<file path="config.mk">
export PLATFORM = sky130hd
export DESIGN_NAME = pr_stage_skid
export DESIGN_NICKNAME = d
export VERILOG_FILES = /design/src/rtl/pipe_pkg.sv /design/src/rtl/pr_slot.sv /design/src/rtl/pr_stage_skid.sv
export SDC_FILE = /design/constraint.sdc
export NUM_CORES = 1
export LEC_CHECK = 0
export ABC_CLOCK_PERIOD_IN_PS = 2800
export BUFFER_PORTS_ARGS = -buffer_cell sky130_fd_sc_hd__buf_2
export CORE_MARGIN = 8
export CORE_UTILIZATION = 26
export CTS_BUF_LIST = sky130_fd_sc_hd__clkbuf_2
export CTS_CLUSTER_SIZE = 14
export DETAILED_ROUTE_END_ITERATION = 10
export PLACE_DENSITY_LB_ADDON = 0.3
export SYNTH_ARGS = -nofsm -noshare
export SYNTH_HDL_FRONTEND = slang
export SYNTH_SLANG_ARGS = --single-unit
</file>
<file path="constraint.sdc">
create_clock -name clk -period 2.8 [get_ports clk]
set_clock_uncertainty 0.2 [all_clocks]
set_input_delay 0.28 -clock clk [delete_from_list [all_inputs] [get_ports clk]]
set_output_delay 0.28 -clock clk [all_outputs]
set_load 0.05 [all_outputs]
</file>
<file path="src/rtl/pipe_pkg.sv">
// Shared types for the generic inter-stage pipeline register: occupancy state
// encoding and the per-stage payload structs that callers pack into PAYLOAD_W.
package pipe_pkg;

   localparam int OCC_W = 2;

   // Encoding doubles as the occupancy count driven on occupancy_o.
   typedef enum logic [1:0] {
      PR_EMPTY = 2'd0,
      PR_ONE   = 2'd1,
      PR_TWO   = 2'd2
   } pr_state_e;

   typedef struct packed {
      logic [31:0] pc;
      logic [31:0] instr;
   } if_id_payload_t;

   typedef struct packed {
      logic [31:0] pc;
      logic [31:0] rs1_val;
      logic [31:0] rs2_val;
      logic [31:0] imm;
      logic [4:0]  rd;
      logic        rf_we;
      logic [1:0]  wd_sel;
      logic        wr;
      logic [3:0]  alu_op;
   } id_ex_payload_t;

   typedef struct packed {
      logic [31:0] pc;
      logic [31:0] alu_result;
      logic [31:0] rs2_val;
      logic [4:0]  rd;
      logic        rf_we;
      logic [1:0]  wd_sel;
      logic        wr;
   } ex_mem_payload_t;

   typedef struct packed {
      logic [31:0] pc;
      logic [31:0] alu_result;
      logic [31:0] rd_data;
      logic [4:0]  rd;
      logic        rf_we;
      logic [1:0]  wd_sel;
   } mem_wb_payload_t;

endpackage

</file>
<file path="src/rtl/pr_slot.sv">
// One valid+payload register. Clear wins over load for the valid bit; the
// payload only changes on load so its flops can be clock-gated.
module pr_slot #(
   parameter int                   PAYLOAD_W = 128,
   parameter logic [PAYLOAD_W-1:0] RST_VAL   = '0
) (
   input  logic                 clk,
   input  logic                 rst_n,
   input  logic                 i_load,
   input  logic                 i_clr,
   input  logic [PAYLOAD_W-1:0] i_d,
   output logic                 o_valid,
   output logic [PAYLOAD_W-1:0] o_q
);

   logic                 r_valid;
   logic [PAYLOAD_W-1:0] r_q;

   always_ff @(posedge clk or negedge rst_n) begin
      if (!rst_n) begin
         r_valid <= 1'b0;
         r_q     <= RST_VAL;
      end else begin
         if (i_clr) begin
            r_valid <= 1'b0;
         end else if (i_load) begin
            r_valid <= 1'b1;
         end
         if (i_load) begin
            r_q <= i_d;
         end
      end
   end

   assign o_valid = r_valid;
   assign o_q     = r_q;

endmodule

</file>
<file path="src/rtl/pr_stage_skid.sv">
// Generic pipeline-stage register with valid/ready handshake, flush and an
// optional two-entry skid buffer that makes up_ready_o a pure register output.
module pr_stage_skid
   import pipe_pkg::*;
#(
   parameter int                   PAYLOAD_W = 128,
   parameter logic [PAYLOAD_W-1:0] RST_VAL   = '0,
   parameter bit                   SKID_EN   = 1'b1
) (
   input  logic                 clk,
   input  logic                 rst_n,
   input  logic                 flush_i,
   input  logic                 up_valid_i,
   output logic                 up_ready_o,
   input  logic [PAYLOAD_W-1:0] up_payload_i,
   output logic                 dn_valid_o,
   input  logic                 dn_ready_i,
   output logic [PAYLOAD_W-1:0] dn_payload_o,
   output logic [OCC_W-1:0]     occupancy_o
);

   logic w_up_xfer;
   logic w_dn_xfer;

   assign w_up_xfer = up_valid_i & up_ready_o;
   assign w_dn_xfer = dn_valid_o & dn_ready_i;

   generate
      if (SKID_EN) begin : g_skid
         pr_state_e            r_state;
         logic                 r_up_ready;
         logic                 w_main_load, w_main_clr, w_main_valid;
         logic                 w_skid_load, w_skid_clr, w_skid_valid;
         logic [PAYLOAD_W-1:0] w_main_d, w_main_q, w_skid_q;

         // Main takes upstream data when it is empty or draining this cycle;
         // otherwise it refills from skid. Flush suppresses every load.
         assign w_main_load = !flush_i &
                              (((r_state == PR_EMPTY) & w_up_xfer) |
                               ((r_state == PR_ONE) & w_up_xfer & dn_ready_i) |
                               ((r_state == PR_TWO) & w_dn_xfer));
         assign w_main_d    = (r_state == PR_TWO) ? w_skid_q : up_payload_i;
         assign w_main_clr  = flush_i | ((r_state == PR_ONE) & w_dn_xfer & !w_up_xfer);
         assign w_skid_load = !flush_i & (r_state == PR_ONE) & w_up_xfer & !dn_ready_i;
         assign w_skid_clr  = flush_i | ((r_state == PR_TWO) & w_dn_xfer);

         pr_slot #(.PAYLOAD_W(PAYLOAD_W), .RST_VAL(RST_VAL)) u_main (
            .clk     (clk),
            .rst_n   (rst_n),
            .i_load  (w_main_load),
            .i_clr   (w_main_clr),
            .i_d     (w_main_d),
            .o_valid (w_main_valid),
            .o_q     (w_main_q)
         );

         pr_slot #(.PAYLOAD_W(PAYLOAD_W), .RST_VAL(RST_VAL)) u_skid (
            .clk     (clk),
            .rst_n   (rst_n),
            .i_load  (w_skid_load),
            .i_clr   (w_skid_clr),
            .i_d     (up_payload_i),
            .o_valid (w_skid_valid),
            .o_q     (w_skid_q)
         );

         always_ff @(posedge clk or negedge rst_n) begin
            if (!rst_n) begin
               r_state    <= PR_EMPTY;
               r_up_ready <= 1'b0;
            end else if (flush_i) begin
               r_state    <= PR_EMPTY;
               r_up_ready <= 1'b1;
            end else begin
               case (r_state)
                  PR_EMPTY: begin
                     r_up_ready <= 1'b1;
                     if (w_up_xfer) r_state <= PR_ONE;
                  end
                  PR_ONE: begin
                     if (w_up_xfer && !dn_ready_i) begin
                        r_state    <= PR_TWO;
                        r_up_ready <= 1'b0;
                     end else begin
                        r_up_ready <= 1'b1;
                        if (!w_up_xfer && w_dn_xfer) r_state <= PR_EMPTY;
                     end
                  end
                  PR_TWO: begin
                     r_up_ready <= w_dn_xfer;
                     if (w_dn_xfer) r_state <= PR_ONE;
                  end
                  default: begin
                     r_state    <= PR_EMPTY;
                     r_up_ready <= 1'b1;
                  end
               endcase
            end
         end

         a_skid_consistent: assert property (@(posedge clk) disable iff (!rst_n)
            w_skid_valid == (r_state == PR_TWO));

         assign up_ready_o   = r_up_ready;
         assign dn_valid_o   = w_main_valid;
         assign dn_payload_o = w_main_q;
         assign occupancy_o  = r_state;
      end else begin : g_single
         logic                 r_live;
         logic                 w_main_load, w_main_clr, w_main_valid;
         logic [PAYLOAD_W-1:0] w_main_q;

         // Holds ready low while in reset and until the first edge after it.
         always_ff @(posedge clk or negedge rst_n) begin
            if (!rst_n) r_live <= 1'b0;
            else        r_live <= 1'b1;
         end

         assign w_main_load = !flush_i & w_up_xfer;
         assign w_main_clr  = flush_i | (w_dn_xfer & !w_up_xfer);

         pr_slot #(.PAYLOAD_W(PAYLOAD_W), .RST_VAL(RST_VAL)) u_main (
            .clk     (clk),
            .rst_n   (rst_n),
            .i_load  (w_main_load),
            .i_clr   (w_main_clr),
            .i_d     (up_payload_i),
            .o_valid (w_main_valid),
            .o_q     (w_main_q)
         );

         assign up_ready_o   = r_live & (!w_main_valid | dn_ready_i);
         assign dn_valid_o   = w_main_valid;
         assign dn_payload_o = w_main_q;
         assign occupancy_o  = {{(OCC_W-1){1'b0}}, w_main_valid};
      end
   endgenerate

   a_up_stable: assert property (@(posedge clk) disable iff (!rst_n)
      (up_valid_i && !up_ready_o) |=> (!up_valid_i || $stable(up_payload_i)));

endmodule

</file>
==> impl_metrics.py, run 1 <==
metrics = {
    "status": {
        "status": "stopped before the end",
        "stop_stage": "clock tree synthesis (4_1_cts)",
        "firstError": "[ERROR RSZ-0060] Max buffer count reached.",
    },
    "place": {
        "io_buffers": 264,
        "finalWeightedCongestion": 0.705,
        "dp_hpwl_mm": 19.4,
    },
    "yosys": {
        "yosysSeqAreaShare_pct": 52.5,
        "syn-cell-area_um2": 12400,
        "syn_nets": 852,
        "synth.avg_cell_area_um2": 17.3,
        "synth-seq-cells": 260,
        "ys_types": 29,
        "synth_warnings": 0,
        "syn_inst": 715,
    },
    "clock_network": {
        "post_cts_resized": 0,
        "htree_levels": 3,
        "hold_buffers": 344,
        "post_cts_buffers": 0,
        "root_buffer": "clkbuf_2",
        "numCtsBuffers": 77,
        "cts_buffer_depth": 3,
        "cts_sinks": 260,
    },
    "floorplanning": {
        "rows": 80,
        "die-width_um": 234,
        "fp.dieH_um": 234,
        "ios": 265,
        "start_util_pct": 26.2,
    },
}
-- cells in the mapped netlist --
cell type    n  area [µm²]
or3_1        1        6.26
mux2_2     162        1820
mux2i_1      1        10.0
clkbuf_1     3        11.3
nand4_1      2        12.5
inv_1        3        11.3
nand2_4      1        11.3
o2111ai_1    1        8.76
mux2_1      22         248
and2_4       1        8.76
a21o_1       1        7.51
nand3b_4     1        20.0
o211ai_1     1        7.51
o21ai_0      1        5.00
buf_6        5        56.3
a22oi_1      1        7.51
mux2_4     200        3000
nand2b_1     1        6.26
a21oi_4      1        16.3
ha_1         4        50.1
buf_1        3        11.3
buf_12      22         440
nand3_1      1        5.00
buf_4        1        7.51
nor3b_4      1        18.8
buf_2        8        40.0
dfrtp_1    260        6510
a21oi_1      1        5.00
nand2_1      5        18.8
-- cells by family after synthesis --
family / synth area share (%)
multiplexers: 41.1
flip-flops: 52.5
buffers and inverters: 4.67
AND/OR/NAND/NOR: 0.869
AO/OA/AOI/OAI: 0.465
adder cells (fa/ha/maj): 0.404
-- stage by stage --
| step | instances | hold WS, ns | worst slack (ns) | util, % | cell area, µm² |
|---|---|---|---|---|---|
| 3_5_place_dp | 1583 | 0.115 | 0.394 | 30.3 | 14300 |
| 2_1_floorplan | 715 | -0.216 | 0.377 | - | 12400 |
| 3_3_place_gp | 1583 | 0.121 | 0.423 | 30.3 | 14300 |
==> run 2: changes to the inputs <==
Settings changed: CORE_UTILIZATION 26 to 20, CTS_BUF_LIST sky130_fd_sc_hd__clkbuf_2 to unset, CTS_CLUSTER_SIZE 14 to unset, PLACE_DENSITY_LB_ADDON 0.3 to 0.15.
==> impl_metrics.py, run 2 <==
metrics = {
    "status": {
        "status": "complete, no violations",
    },
    "setup_path": {
        "crit_type": "reg -> reg",
        "crit_chain": "inv_1 > ha_1 > a21o_1 > nand2_4 > a21oi_4 > buf_12 > buf_12 > mux2_4",
        "crit_path_start_kind": "register",
        "critPathMaxStageDelay_ns": 0.43,
        "path_common_cell": "buf_12",
        "crit_arrival_ns": 2.63,
        "worst_setup_path_end_kind": "register",
        "slowest_stage": "dfrtp_1",
        "critPathMaxFanout": 28,
        "critical_path_required_ns": 3.00,
    },
    "yosys": {
        "postSynth.asyncResetShare_pct": 100,
        "syn-cell-area_um2": 12400,
        "synth_warnings": 0,
        "syn_inst": 715,
        "synth_common_cells": "260 x dfrtp_1, 200 x mux2_4, 162 x mux2_2",
        "synthTopCellsByArea": "dfrtp_1 53%, mux2_4 24%, mux2_2 15%",
        "synth-seq-cells": 260,
        "ys_types": 29,
        "synth.avg_cell_area_um2": 17.3,
        "yosysSeqAreaShare_pct": 52.5,
        "synth_most_common_cell": "dfrtp_1",
        "synth-edff-count": 0,
        "synth.top_cell.area_share_pct": 52.5,
        "synth_ff_type": "dfrtp_1",
        "syn_nets": 852,
        "yosysTopAreaCell": "dfrtp_1",
    },
    "place": {
        "placed_cells": 1757,
        "dp_hpwl_mm": 22.1,
        "place_ws_ns": 0.368,
        "io_buffers": 264,
        "finalWeightedCongestion": 0.678,
    },
    "power_and_ir_drop": {
        "ir_drop_mv": 0.506,
        "power_density_nw_per_um2": 1160,
        "p_leak_uw": 0.00769,
    },
    "route": {
        "detail-route-antenna-nets": 0,
        "vias_per_cell": 3.77,
        "route.detailed.drc": 0,
        "routed_wl_mm": 33.1,
        "drtIter0Drc": 203,
        "dr.pass1.iters": 4,
        "wl_met3_mm": 2.31,
        "met1_length_mm": 15.2,
        "highest_layer": "met4",
        "wl_met2_mm": 14.7,
        "wl_per_cell_um": 16.9,
        "route.vias.total": 7345,
    },
    "min_path": {
        "min_path_type": "in -> async",
    },
    "clock_network": {
        "htree_levels": 2,
        "hold_buffers": 133,
        "numCtsBuffers": 35,
        "post_cts_buffers": 0,
        "cts_tree": "built",
        "clk_pin_slew_ns": 0.06,
        "post_cts_resized": 0,
        "cts_buffer_depth": 3,
        "cts_sinks": 260,
        "clk_latency_ns": 0.52,
        "root_buffer": "clkbuf_16",
    },
    "sta": {
        "layout_setup_ws_ns": 0.374,
        "max_freq_mhz": 412,
        "rsz0062_at_grt": "no",
        "whs_ns": 0.0697,
        "fin_crit_ns": 2.43,
        "min_period_over_period_pct": 86.6,
        "relSlewSlack_pct": 68.0,
        "slew_viol_final": 0,
        "worstMarginPinSlew_ns": 0.480,
        "timing.setup.tns_ns": 0,
        "setup_viol": 0,
        "hold_violations": 0,
    },
    "final_layout": {
        "area_growth_pct": 37.6,
        "nFillCells": 6332,
        "final_cell_mix": "263 x buf_2, 260 x dfrtp_1, 200 x mux2_4",
        "mostFrequentLayoutCell": "buf_2",
        "stdcell_count": 1950,
        "drive_gt1_share_pct": 61.4,
        "fin_util_pct": 27.7,
        "fin_nets": 1274,
    },
    "floorplanning": {
        "core-area_um2": 61500,
        "dieArea_um2": 70100,
        "die-width_um": 265,
        "ios": 265,
        "rows": 91,
        "start_util_pct": 20.1,
        "fp.dieH_um": 265,
    },
    "flow_run": {
        "cap_violations": 0,
    },
    "global_routing": {
        "overflow": 0,
        "antenna_found_initial": 2,
        "grt_max_degree": 73,
        "grt_pass1_wl_mm": 51.9,
        "grt_usage_pct": 9.39,
        "grt_pass1_vias": 8297,
    },
}
-- run 2: cell counts after synthesis --
No cell type changed its count.
-- run 2: kinds of logic after synthesis --
family | synth area share, %
muxes | 41.1
DFF | 52.5
buffers and inverters | 4.67
and+or+nand+nor | 0.869
AOI/OAI and AO/OA | 0.465
adders and majority gates | 0.404
-- run 2: worst paths after layout --
path,from,end,slack [ns],depth (start not counted)
worst max-delay path,occupancy_o[1]$_DFFE_PN0P_,g_skid.u_main.o_q[40]$_DFFE_PN0P_,0.37,8
worst min-delay path,rst_n,g_skid.u_skid.o_q[51]$_DFFE_PN0P_,0.07,2
worst max register to register,occupancy_o[1]$_DFFE_PN0P_,g_skid.u_main.o_q[40]$_DFFE_PN0P_,0.37,8
worst min register to register,g_skid.u_main.o_q[56]$_DFFE_PN0P_,g_skid.u_main.o_q[56]$_DFFE_PN0P_,0.28,1
max in group asynchronous,rst_n,g_skid.u_skid.o_q[120]$_DFFE_PN0P_,1.57,3
min in group clk,g_skid.u_main.o_q[56]$_DFFE_PN0P_,g_skid.u_main.o_q[56]$_DFFE_PN0P_,0.28,1
-- run 2: critical path, delay by kind of cell (launching register included) --
kind	cells	cell delay [ns]
buffers and inverters	3	0.61
flip-flops	1	0.43
AO/OA/AOI/OAI	2	0.37
multiplexers	1	0.31
adder cells (fa/ha/maj)	1	0.24
AND/OR/NAND/NOR	1	0.07
-- run 2: cell type report --
cell class | count | area (µm²) | share of cell area, %
sequential | 260 | 6510 | 38.2
multi-input combinational | 410 | 5310 | 31.2
timing repair buffer | 427 | 3090 | 18.1
clock buffer | 55 | 1080 | 6.36
tap | 790 | 988 | 5.80
clock inverter | 4 | 45.0 | 0.264
inverter | 3 | 11.3 | 0.0661
antenna | 1 | 2.50 | 0.0147
-- run 2: routing by layer --
layer,up-vias,GRT usage [%]
met3,52,3.34
met5,-,0
met2,184,14.4
met1,3694,12.3
li1,3415,-
met4,0,2.90
-- run 2: report_power, final --
part / switching, µW / internal (µW)
sequential: 1030 / 5620
clock: 1680 / 2730
combinational: 5160 / 3570
-- run 2: stage by stage --
stage | power, µW | instance area, µm²
after floorplan | 13300 | 12400
after global placement | 15300 | 14600
after detailed placement | 15400 | 14600
after CTS | 20200 | 17000
after global routing | 20900 | 17000
final | 19800 | 17000
(Power assumes the default switching activity.)
